[src/rtl/sram_axi_bridge.sv]
// Bridges the core's inst/data SRAM-like ports onto one single-beat AXI3 master.
// One outstanding op per SRAM port; data reads win AR arbitration over inst reads.
module sram_axi_bridge #(
  parameter logic [3:0] ID_INST = 4'd0,
  parameter logic [3:0] ID_DATA = 4'd1
) (
  input  logic        clk,
  input  logic        reset,
  input  logic        inst_sram_req,
  input  logic        inst_sram_wr,
  input  logic [1:0]  inst_sram_size,
  input  logic [3:0]  inst_sram_wstrb,
  input  logic [31:0] inst_sram_addr,
  input  logic [31:0] inst_sram_wdata,
  output logic        inst_sram_addr_ok,
  output logic        inst_sram_data_ok,
  output logic [31:0] inst_sram_rdata,
  input  logic        data_sram_req,
  input  logic        data_sram_wr,
  input  logic [1:0]  data_sram_size,
  input  logic [3:0]  data_sram_wstrb,
  input  logic [31:0] data_sram_addr,
  input  logic [31:0] data_sram_wdata,
  output logic        data_sram_addr_ok,
  output logic        data_sram_data_ok,
  output logic [31:0] data_sram_rdata,
  output logic [3:0]  arid,
  output logic [31:0] araddr,
  output logic [7:0]  arlen,
  output logic [2:0]  arsize,
  output logic [1:0]  arburst,
  output logic [1:0]  arlock,
  output logic [3:0]  arcache,
  output logic [2:0]  arprot,
  output logic        arvalid,
  input  logic        arready,
  input  logic [3:0]  rid,
  input  logic [31:0] rdata,
  input  logic [1:0]  rresp,
  input  logic        rlast,
  input  logic        rvalid,
  output logic        rready,
  output logic [3:0]  awid,
  output logic [31:0] awaddr,
  output logic [7:0]  awlen,
  output logic [2:0]  awsize,
  output logic [1:0]  awburst,
  output logic [1:0]  awlock,
  output logic [3:0]  awcache,
  output logic [2:0]  awprot,
  output logic        awvalid,
  input  logic        awready,
  output logic [3:0]  wid,
  output logic [31:0] wdata,
  output logic [3:0]  wstrb,
  output logic        wlast,
  output logic        wvalid,
  input  logic        wready,
  input  logic [3:0]  bid,
  input  logic [1:0]  bresp,
  input  logic        bvalid,
  output logic        bready
);

  typedef enum logic {AR_IDLE, AR_SEND} ar_state_t;
  typedef enum logic {W_IDLE, W_SEND} w_state_t;

  ar_state_t   ar_state_q;
  w_state_t    w_state_q;
  logic        arvalid_q, awvalid_q, wvalid_q;
  logic [3:0]  arid_q;
  logic [31:0] araddr_q, awaddr_q, wdata_q;
  logic [2:0]  arsize_q, awsize_q;
  logic [3:0]  wstrb_q;
  logic        inst_pend_q, data_pend_q, data_pend_wr_q;
  logic        rready_q, bready_q;
  logic        inst_data_ok_q, data_data_ok_q;
  logic [31:0] inst_rdata_q, data_rdata_q;

  logic data_rd_req, ar_idle, w_idle;
  logic inst_ok, data_rd_ok, data_wr_ok;
  logic r_hs, b_hs, r_inst, r_data, b_data;
  logic unused_ok;

  assign unused_ok = ^{inst_sram_wstrb, inst_sram_wdata, rresp, rlast, bresp};

  assign ar_idle     = (ar_state_q == AR_IDLE);
  assign w_idle      = (w_state_q == W_IDLE);
  assign data_rd_req = data_sram_req & ~data_sram_wr & ~data_pend_q;
  assign data_rd_ok  = ~reset & data_rd_req & ar_idle;
  assign data_wr_ok  = ~reset & data_sram_req & data_sram_wr & ~data_pend_q & w_idle;
  assign inst_ok     = ~reset & inst_sram_req & ~inst_sram_wr & ~inst_pend_q & ar_idle & ~data_rd_req;

  // Responses only count when they match an op we actually have in flight.
  assign r_hs   = rvalid & rready_q;
  assign b_hs   = bvalid & bready_q;
  assign r_inst = r_hs & (rid == ID_INST) & inst_pend_q;
  assign r_data = r_hs & (rid == ID_DATA) & data_pend_q & ~data_pend_wr_q;
  assign b_data = b_hs & (bid == ID_DATA) & data_pend_q & data_pend_wr_q;

  always_ff @(posedge clk) begin
    if (reset) begin
      ar_state_q <= AR_IDLE;
      arvalid_q  <= 1'b0;
      arid_q     <= 4'd0;
      araddr_q   <= 32'd0;
      arsize_q   <= 3'd0;
    end else begin
      case (ar_state_q)
        AR_IDLE: begin
          if (data_rd_ok) begin
            arid_q     <= ID_DATA;
            araddr_q   <= data_sram_addr;
            arsize_q   <= {1'b0, data_sram_size};
            arvalid_q  <= 1'b1;
            ar_state_q <= AR_SEND;
          end else if (inst_ok) begin
            arid_q     <= ID_INST;
            araddr_q   <= inst_sram_addr;
            arsize_q   <= {1'b0, inst_sram_size};
            arvalid_q  <= 1'b1;
            ar_state_q <= AR_SEND;
          end
        end
        AR_SEND: begin
          if (arready) begin
            arvalid_q  <= 1'b0;
            ar_state_q <= AR_IDLE;
          end
        end
        default: ar_state_q <= AR_IDLE;
      endcase
    end
  end

  // AW and W complete independently; the write slot frees once both are done.
  always_ff @(posedge clk) begin
    if (reset) begin
      w_state_q <= W_IDLE;
      awvalid_q <= 1'b0;
      wvalid_q  <= 1'b0;
      awaddr_q  <= 32'd0;
      awsize_q  <= 3'd0;
      wdata_q   <= 32'd0;
      wstrb_q   <= 4'd0;
    end else begin
      case (w_state_q)
        W_IDLE: begin
          if (data_wr_ok) begin
            awaddr_q  <= data_sram_addr;
            awsize_q  <= {1'b0, data_sram_size};
            wdata_q   <= data_sram_wdata;
            wstrb_q   <= data_sram_wstrb;
            awvalid_q <= 1'b1;
            wvalid_q  <= 1'b1;
            w_state_q <= W_SEND;
          end
        end
        W_SEND: begin
          if (awready) awvalid_q <= 1'b0;
          if (wready)  wvalid_q  <= 1'b0;
          if ((~awvalid_q | awready) & (~wvalid_q | wready)) w_state_q <= W_IDLE;
        end
        default: w_state_q <= W_IDLE;
      endcase
    end
  end

  always_ff @(posedge clk) begin
    if (reset) begin
      inst_pend_q    <= 1'b0;
      data_pend_q    <= 1'b0;
      data_pend_wr_q <= 1'b0;
      rready_q       <= 1'b0;
      bready_q       <= 1'b0;
      inst_data_ok_q <= 1'b0;
      data_data_ok_q <= 1'b0;
      inst_rdata_q   <= 32'd0;
      data_rdata_q   <= 32'd0;
    end else begin
      rready_q <= 1'b1;
      bready_q <= 1'b1;
      if (inst_ok)     inst_pend_q <= 1'b1;
      else if (r_inst) inst_pend_q <= 1'b0;
      if (data_rd_ok | data_wr_ok) begin
        data_pend_q    <= 1'b1;
        data_pend_wr_q <= data_wr_ok;
      end else if (r_data | b_data) begin
        data_pend_q    <= 1'b0;
      end
      inst_data_ok_q <= r_inst;
      data_data_ok_q <= r_data | b_data;
      if (r_inst) inst_rdata_q <= rdata;
      if (r_data) data_rdata_q <= rdata;
    end
  end

  assign inst_sram_addr_ok = inst_ok;
  assign data_sram_addr_ok = data_rd_ok | data_wr_ok;
  assign inst_sram_data_ok = inst_data_ok_q;
  assign data_sram_data_ok = data_data_ok_q;
  assign inst_sram_rdata   = inst_rdata_q;
  assign data_sram_rdata   = data_rdata_q;

  assign arid    = arid_q;
  assign araddr  = araddr_q;
  assign arsize  = arsize_q;
  assign arvalid = arvalid_q;
  assign arlen   = 8'd0;
  assign arburst = 2'b01;
  assign arlock  = 2'b00;
  assign arcache = 4'd0;
  assign arprot  = 3'd0;
  assign rready  = rready_q;

  assign awid    = ID_DATA;
  assign awaddr  = awaddr_q;
  assign awsize  = awsize_q;
  assign awvalid = awvalid_q;
  assign awlen   = 8'd0;
  assign awburst = 2'b01;
  assign awlock  = 2'b00;
  assign awcache = 4'd0;
  assign awprot  = 3'd0;

  assign wid    = ID_DATA;
  assign wdata  = wdata_q;
  assign wstrb  = wstrb_q;
  assign wlast  = 1'b1;
  assign wvalid = wvalid_q;
  assign bready = bready_q;

endmodule

[config.mk]
export PLATFORM = sky130hd
export DESIGN_NAME = sram_axi_bridge
export DESIGN_NICKNAME = d
export VERILOG_FILES = /design/src/rtl/sram_axi_bridge.sv
export SDC_FILE = /design/constraint.sdc
export NUM_CORES = 1
export LEC_CHECK = 0
export BUFFER_PORTS_ARGS = -buffer_cell sky130_fd_sc_hd__buf_4
export CORE_AREA = 2 2 167 169
export DETAILED_ROUTE_END_ITERATION = 10
export DIE_AREA = 0 0 169 171
export GPL_TIMING_DRIVEN = 1
export PLACE_DENSITY = 0.66
export SYNTH_ARGS = -nofsm -noshare
export SYNTH_HDL_FRONTEND = slang
export SYNTH_SLANG_ARGS = --single-unit
[constraint.sdc]
create_clock -name clk -period 2 [get_ports clk]
set_input_delay 0.3 -clock clk [delete_from_list [all_inputs] [get_ports clk]]
set_output_delay 0.3 -clock clk [all_outputs]
set_load 0.01 [all_outputs]
## Word level (Yosys, flattened, before mapping)

Index checks and enable logic that the tools add are counted.

- Reduce and logical (&&, ||, !) cells: 9
- Mux-type cells: 27
- Equal/unequal tests: 7
- Bitwise logic cells: 39

Operators by type and width:

| kind | count |
|---|---|
| $mux 32 | 2 |
| $and 1x1->1 | 24 |
| $mux 1 | 16 |
| $not 1->1 | 11 |
| $pmux 1 s2 | 5 |
| $reduce_and 2->1 | 5 |
| $eq 4x1->1 const B | 2 |
| $mux 4 | 2 |
| $mux 3 | 2 |
| $ne 2x2->1 const B | 3 |
| $reduce_bool 2->1 | 3 |
| $logic_not 4->1 | 1 |
| $or 1x1->1 | 4 |
| $ne 3x2->1 const B | 1 |
| $ne 2x1->1 const B | 1 |

- Input bits: 196
- Word-level logic and storage cells: 102
- Flip-flop bits (word level): 184
- Output and inout bits: 230

## Depth between registers and ports, before layout

- Word-level depth: 9
- Mapped depth: 6
- Depth with buffers taken out: 3

## Worst setup path after synthesis

No wires, ideal clock.

- Kind: register to output
- Start: register inst_pend_q
- End: output inst_sram_addr_ok
- Stages on the path, launching flop included: 5
- Arrival: 1.373 ns
- Required time: 1.700 ns
- Setup slack: 0.327 ns
- Path buffers: 1
- Cells stage by stage: dfxtp_1 or3b_1 clkbuf_1 or3_1 nor2_1

- Longest elaborated chain between the ends: 4

RTL lines:

| what | line | source |
|---|---|---|
| start: declaration | 75 | `logic inst_pend_q, data_pend_q, data_pend_wr_q;` |
| start signal: assignment | 171 | `inst_pend_q <= 1'b0;` |
| start signal: assignment | 183 | `if (inst_ok) inst_pend_q <= 1'b1;` |
| start signal: assignment | 184 | `else if (r_inst) inst_pend_q <= 1'b0;` |
| $not 1->1 | 92 | `assign inst_ok = ~reset & inst_sram_req & ~inst_sram_wr & ~inst_pend_q & ar_idle & ~data_rd_req;` |
| $and 1x1->1 (3 in series) | 92 |  |
| end: declaration | 15 | `output logic inst_sram_addr_ok,` |

Every way passes these cells.

## Final worst setup path

Ends and elaborated chain as after synthesis.

==> impl_summary.txt <==
----------------------------------------------------
[Global routing]
  M2 GR Usage ... 0.2912
  First-pass GRT wire length ... 39.61 mm
  Overflow left after global routing ... 0
  Largest net degree at the start of global routing ... 66
  Met1 demand-to-capacity share in global routing ... 0.2177
  Total track usage ... 0.1773
  Antenna violations before repair ... 1
  Met3 routing resource usage after global routing ... 0.05020
  Busiest grt layer ... met2
  Number of global-route vias before repair ... around 7,000

[Drt]
  Residual antenna-violating net count after detailed routing ... 0
  Routed WL per cell ... 18.08 µm
  Routed WL ... 26.92 mm
  Routed vias/inst ... 4.920
  Residual DRC ... 0
  Initial detailed-routing violation count ... 421
  Overall via count from detail_route ... ~7,300
  Router iterations before antenna repair ... 5

[STA]
  Upper clock frequency limit ... 500.0 MHz
  Post-route fraction of the period consumed by the critical path ... 1.000
  Worst Slack Setup Final ... -0.1580 ps
  Actual slew at the worst max-slew pin ... approximately 1000 ps
  Clock skew ... 7.458 ps
  Setup repair after global routing missed its margin ... yes
  Final hold violation count ... 0
  Number of endpoints failing setup at the final stage ... 1
  Count of final max-slew check failures ... 0
  Worst max-slew margin expressed relative to the limit ... 0.3318
  Worst hold margin ... between 60 and 70 ps
  Crit path time final ... roughly 2000 ps

[Synth]
  Post-Syn Instances ... 829
  Area fraction of the dominant cell type after synthesis ... 0.4455
  Yosys top cell by area ... sky130_fd_sc_hd__dfxtp_1
  Part of the Yosys area used for sequential elements ... 0.4455
  Mean cell area of the mapped netlist ... 9.758 µm²
  #FFs+latches synth ... 180
  Count of different cell masters after synthesis ... 40
  Top cells by area, synth ... sky130_fd_sc_hd__dfxtp_1, sky130_fd_sc_hd__mux2_1, sky130_fd_sc_hd__nor2b_1
  Total standard cell area after synthesis ... 0.008089 mm²
  Yosys Warn Count ... 0

[Layout]
  Share of final-layout standard cells stronger than drive strength 1 ... 0.3818
  Net count reported at finish ... 1,325
  Sequential cell area in the final layout ... 0.003608 mm²
  Area occupied by multi-input gates ... between 0.003 and 0.004 mm²
  Layout Cells excl Fill ... 1,489
  Filler cell count in the final layout ... ~2,700
  Synthesis-to-layout area growth ... 41.10%

[Setup path]
  Data arrival time of the worst path ... 1700 ps
  Type of destination of the critical path ... output port
  Library cell contributing the largest single delay on the critical path ... sky130_fd_sc_hd__or3b_4
  Cell breakdown of the critical path ... or3b_4 > or3_4 > nor2_4 > buf_6
  Nature of the critical path startpoint ... flip-flop
  Buffer and inverter count on the worst path ... 1
  Top delay family on crit path ... simple AND/OR/NAND/NOR gates
  Worst path required time ... 1700 ps
  Critical setup path kind ... reg2out
  Maximum net fanout on the critical path ... 4
  Worst setup slack for register-to-register paths ... 160 ps
  Max incr delay on CP ... approximately 370 ps

[Min path]
  Hold Path Class ... in2reg

[Clock network]
  TritonCTS clock tree ... built
  Clock transition time at the flip-flop clock pins of the worst setup and hold paths ... roughly 70 ps
  Clock root buffer ... sky130_fd_sc_hd__clkbuf_16
  Clock insertion delay at the later pin of the skew report ... 440 ps
  H-Tree Level Count ... 4
  Inserted Clock Buffers ... 17
  Clk sinks ... 180
  Maximum root-to-sink buffer count ... 2
  Number of hold-repair buffers added at the cts stage ... 0

[Status]
  Violations in the final reports ... negative setup slack
  Result of the run ... finished, violations left

[Power and ir drop]
  Pwr Total ... 8732 µW
  Lkg Pwr ... 0.004957 µW
  Peak supply drop ... approximately 400 µV
  Ratio of total power to cell area ... around 770 mW/mm²

[Job]
  Max cap viols ... 0

[Floorplan]
  Die area ... 0.02890 mm²
  Site Rows ... 61
  I/O pin count ... about 430
  Area of the core region ... 0.02732 mm²
  Die outline width ... 169 µm
  Initial core utilization ... 0.2960
  Die height ... 171 µm

[Place]
  Pre-CTS setup slack ... 190.8 ps
  RePlAce Congestion ... 0.8204
  Final HPWL DP ... 19.16 mm
  IO buf count ... 332
  Number of placed instances, taps included ... 1,453

----------------------------------------------------
## flip-flops by register name, summed over array words and instances, names as in the netlist
name,flops
araddr,32
inst_sram_data_ok,1
inst_sram_rdata,32
data_pend_wr_q,1
data_sram_data_ok,1
ar_state_q,1
wvalid,1
data_pend_q,1
arid,1
arvalid,1
wdata,32
data_sram_rdata,32
bready,1
arsize,2
inst_pend_q,1
awaddr,32
awsize,2
awvalid,1
wstrb,4
w_state_q,1
## final cells by class
cell class | instances | share of cell area
repair buffers | 363 | 0.2452
inverters | 39 | 0.01283
clock buffers | 24 | 0.04133
flip-flops and latches | 180 | 0.3162
diodes | 1 | 0.0002193
multi-input cells | 528 | 0.3374
clock inverters | 8 | 0.008880
well taps | 346 | 0.03793
## worst paths after layout
path / from / to / depth (start not counted)
max: inst_pend_q / inst_sram_addr_ok / 4
min: data_sram_wdata[26] / wdata[26] / 2
max reg2reg: data_pend_q / araddr[25] / 5
min reg2reg: araddr[4] / araddr[4] / 2
## what timing repair did
item                                    CTS  global route
endpoints found under the setup margin    2             2
gates resized for setup                   7             2
pin swaps                                 2             0
setup buffers                             3             0
## through the flow
stage / cell area, µm² / TNS, ps / utilization
floorplan: 8277 / 0 / -
global placement: 10780 / 0 / 0.3946
detailed placement: 10780 / 0 / 0.3946
CTS: 11400 / -21.74 / 0.4173
global route: 11410 / -53.97 / 0.4176
finish: 11410 / -0.1580 / 0.4177
## worst register-to-register path: cells and delay by family (launching register included)
family | cells | cell delay, ps
and+or+nand+nor | 1 | 530
AOI/OAI and AO/OA | 2 | 450
buffers and inverters | 2 | 400
DFF | 1 | 370
## power breakdown
group	total, µW	switching, µW	internal, µW
Sequential	3880	105	3780
Combinational	1520	778	737
Clock	3330	1430	1910
Total	8730	2310	6420
## routing by layer
metal	vias to the layer above	wire length (µm)
met1	3504	11250
li1	3462	-
met2	310	12910
met3	50	1890
met5	-	0
met4	0	862
## synthesized netlist by cell type
cell	instances
sky130_fd_sc_hd__buf_1	4
sky130_fd_sc_hd__conb_1	2
sky130_fd_sc_hd__a22oi_1	1
sky130_fd_sc_hd__buf_6	4
sky130_fd_sc_hd__nand4bb_1	2
sky130_fd_sc_hd__a2bb2oi_1	1
sky130_fd_sc_hd__o21ba_2	1
sky130_fd_sc_hd__nor3_1	1
sky130_fd_sc_hd__a32o_1	3
sky130_fd_sc_hd__nand3_1	64
sky130_fd_sc_hd__nor2b_1	70
sky130_fd_sc_hd__or3b_1	1
sky130_fd_sc_hd__a221oi_2	29
sky130_fd_sc_hd__a221oi_1	6
sky130_fd_sc_hd__nor4b_1	2
sky130_fd_sc_hd__or4b_4	1
sky130_fd_sc_hd__nor3b_4	1
sky130_fd_sc_hd__inv_2	1
sky130_fd_sc_hd__or3_1	1
sky130_fd_sc_hd__a21oi_1	67
sky130_fd_sc_hd__dfxtp_1	180
sky130_fd_sc_hd__o21ai_1	35
sky130_fd_sc_hd__buf_4	53
sky130_fd_sc_hd__buf_2	14
sky130_fd_sc_hd__o31ai_1	35
sky130_fd_sc_hd__nor2_1	2
sky130_fd_sc_hd__mux2_1	70
sky130_fd_sc_hd__nor4_1	1
sky130_fd_sc_hd__nand4b_1	1
sky130_fd_sc_hd__o21a_1	1
sky130_fd_sc_hd__nand2b_1	1
sky130_fd_sc_hd__o21ai_0	32
sky130_fd_sc_hd__clkbuf_1	57
sky130_fd_sc_hd__inv_1	38
sky130_fd_sc_hd__nand3b_1	1
sky130_fd_sc_hd__nor4bb_1	2
sky130_fd_sc_hd__or4b_1	35
sky130_fd_sc_hd__nor4b_4	1
sky130_fd_sc_hd__nand2_1	7
sky130_fd_sc_hd__and3b_1	1
## layout by cell type, fill, tap and decap left out, drive strengths merged
cell	count
inv	39
o21a	1
nand2	7
nand3	64
o31ai	35
nand2b	1
nor2	2
nor4	1
nand4bb	2
a2bb2oi	1
clkinv	3
nor2b	70
a21oi	67
o21ba	1
buf	363
or3b	1
a221oi	35
a22oi	1
diode	1
conb	52
bufinv	2
nor3b	1
o21ai	67
dfxtp	180
clkbuf	24
nor4b	3
and3b	1
mux2	70
clkinvlp	3
or3	1
nand4b	1
a32o	3
nor3	1
nand3b	1
nor4bb	2
or4b	36
## kinds of logic after synthesis
family                 synth area share
AOI/OAI and AO/OA                0.1836
buffers and inverters            0.1098
muxes                           0.09745
other                         0.0009284
DFF                              0.4455
and+or+nand+nor                  0.1627
(Power assumes the default switching activity.)
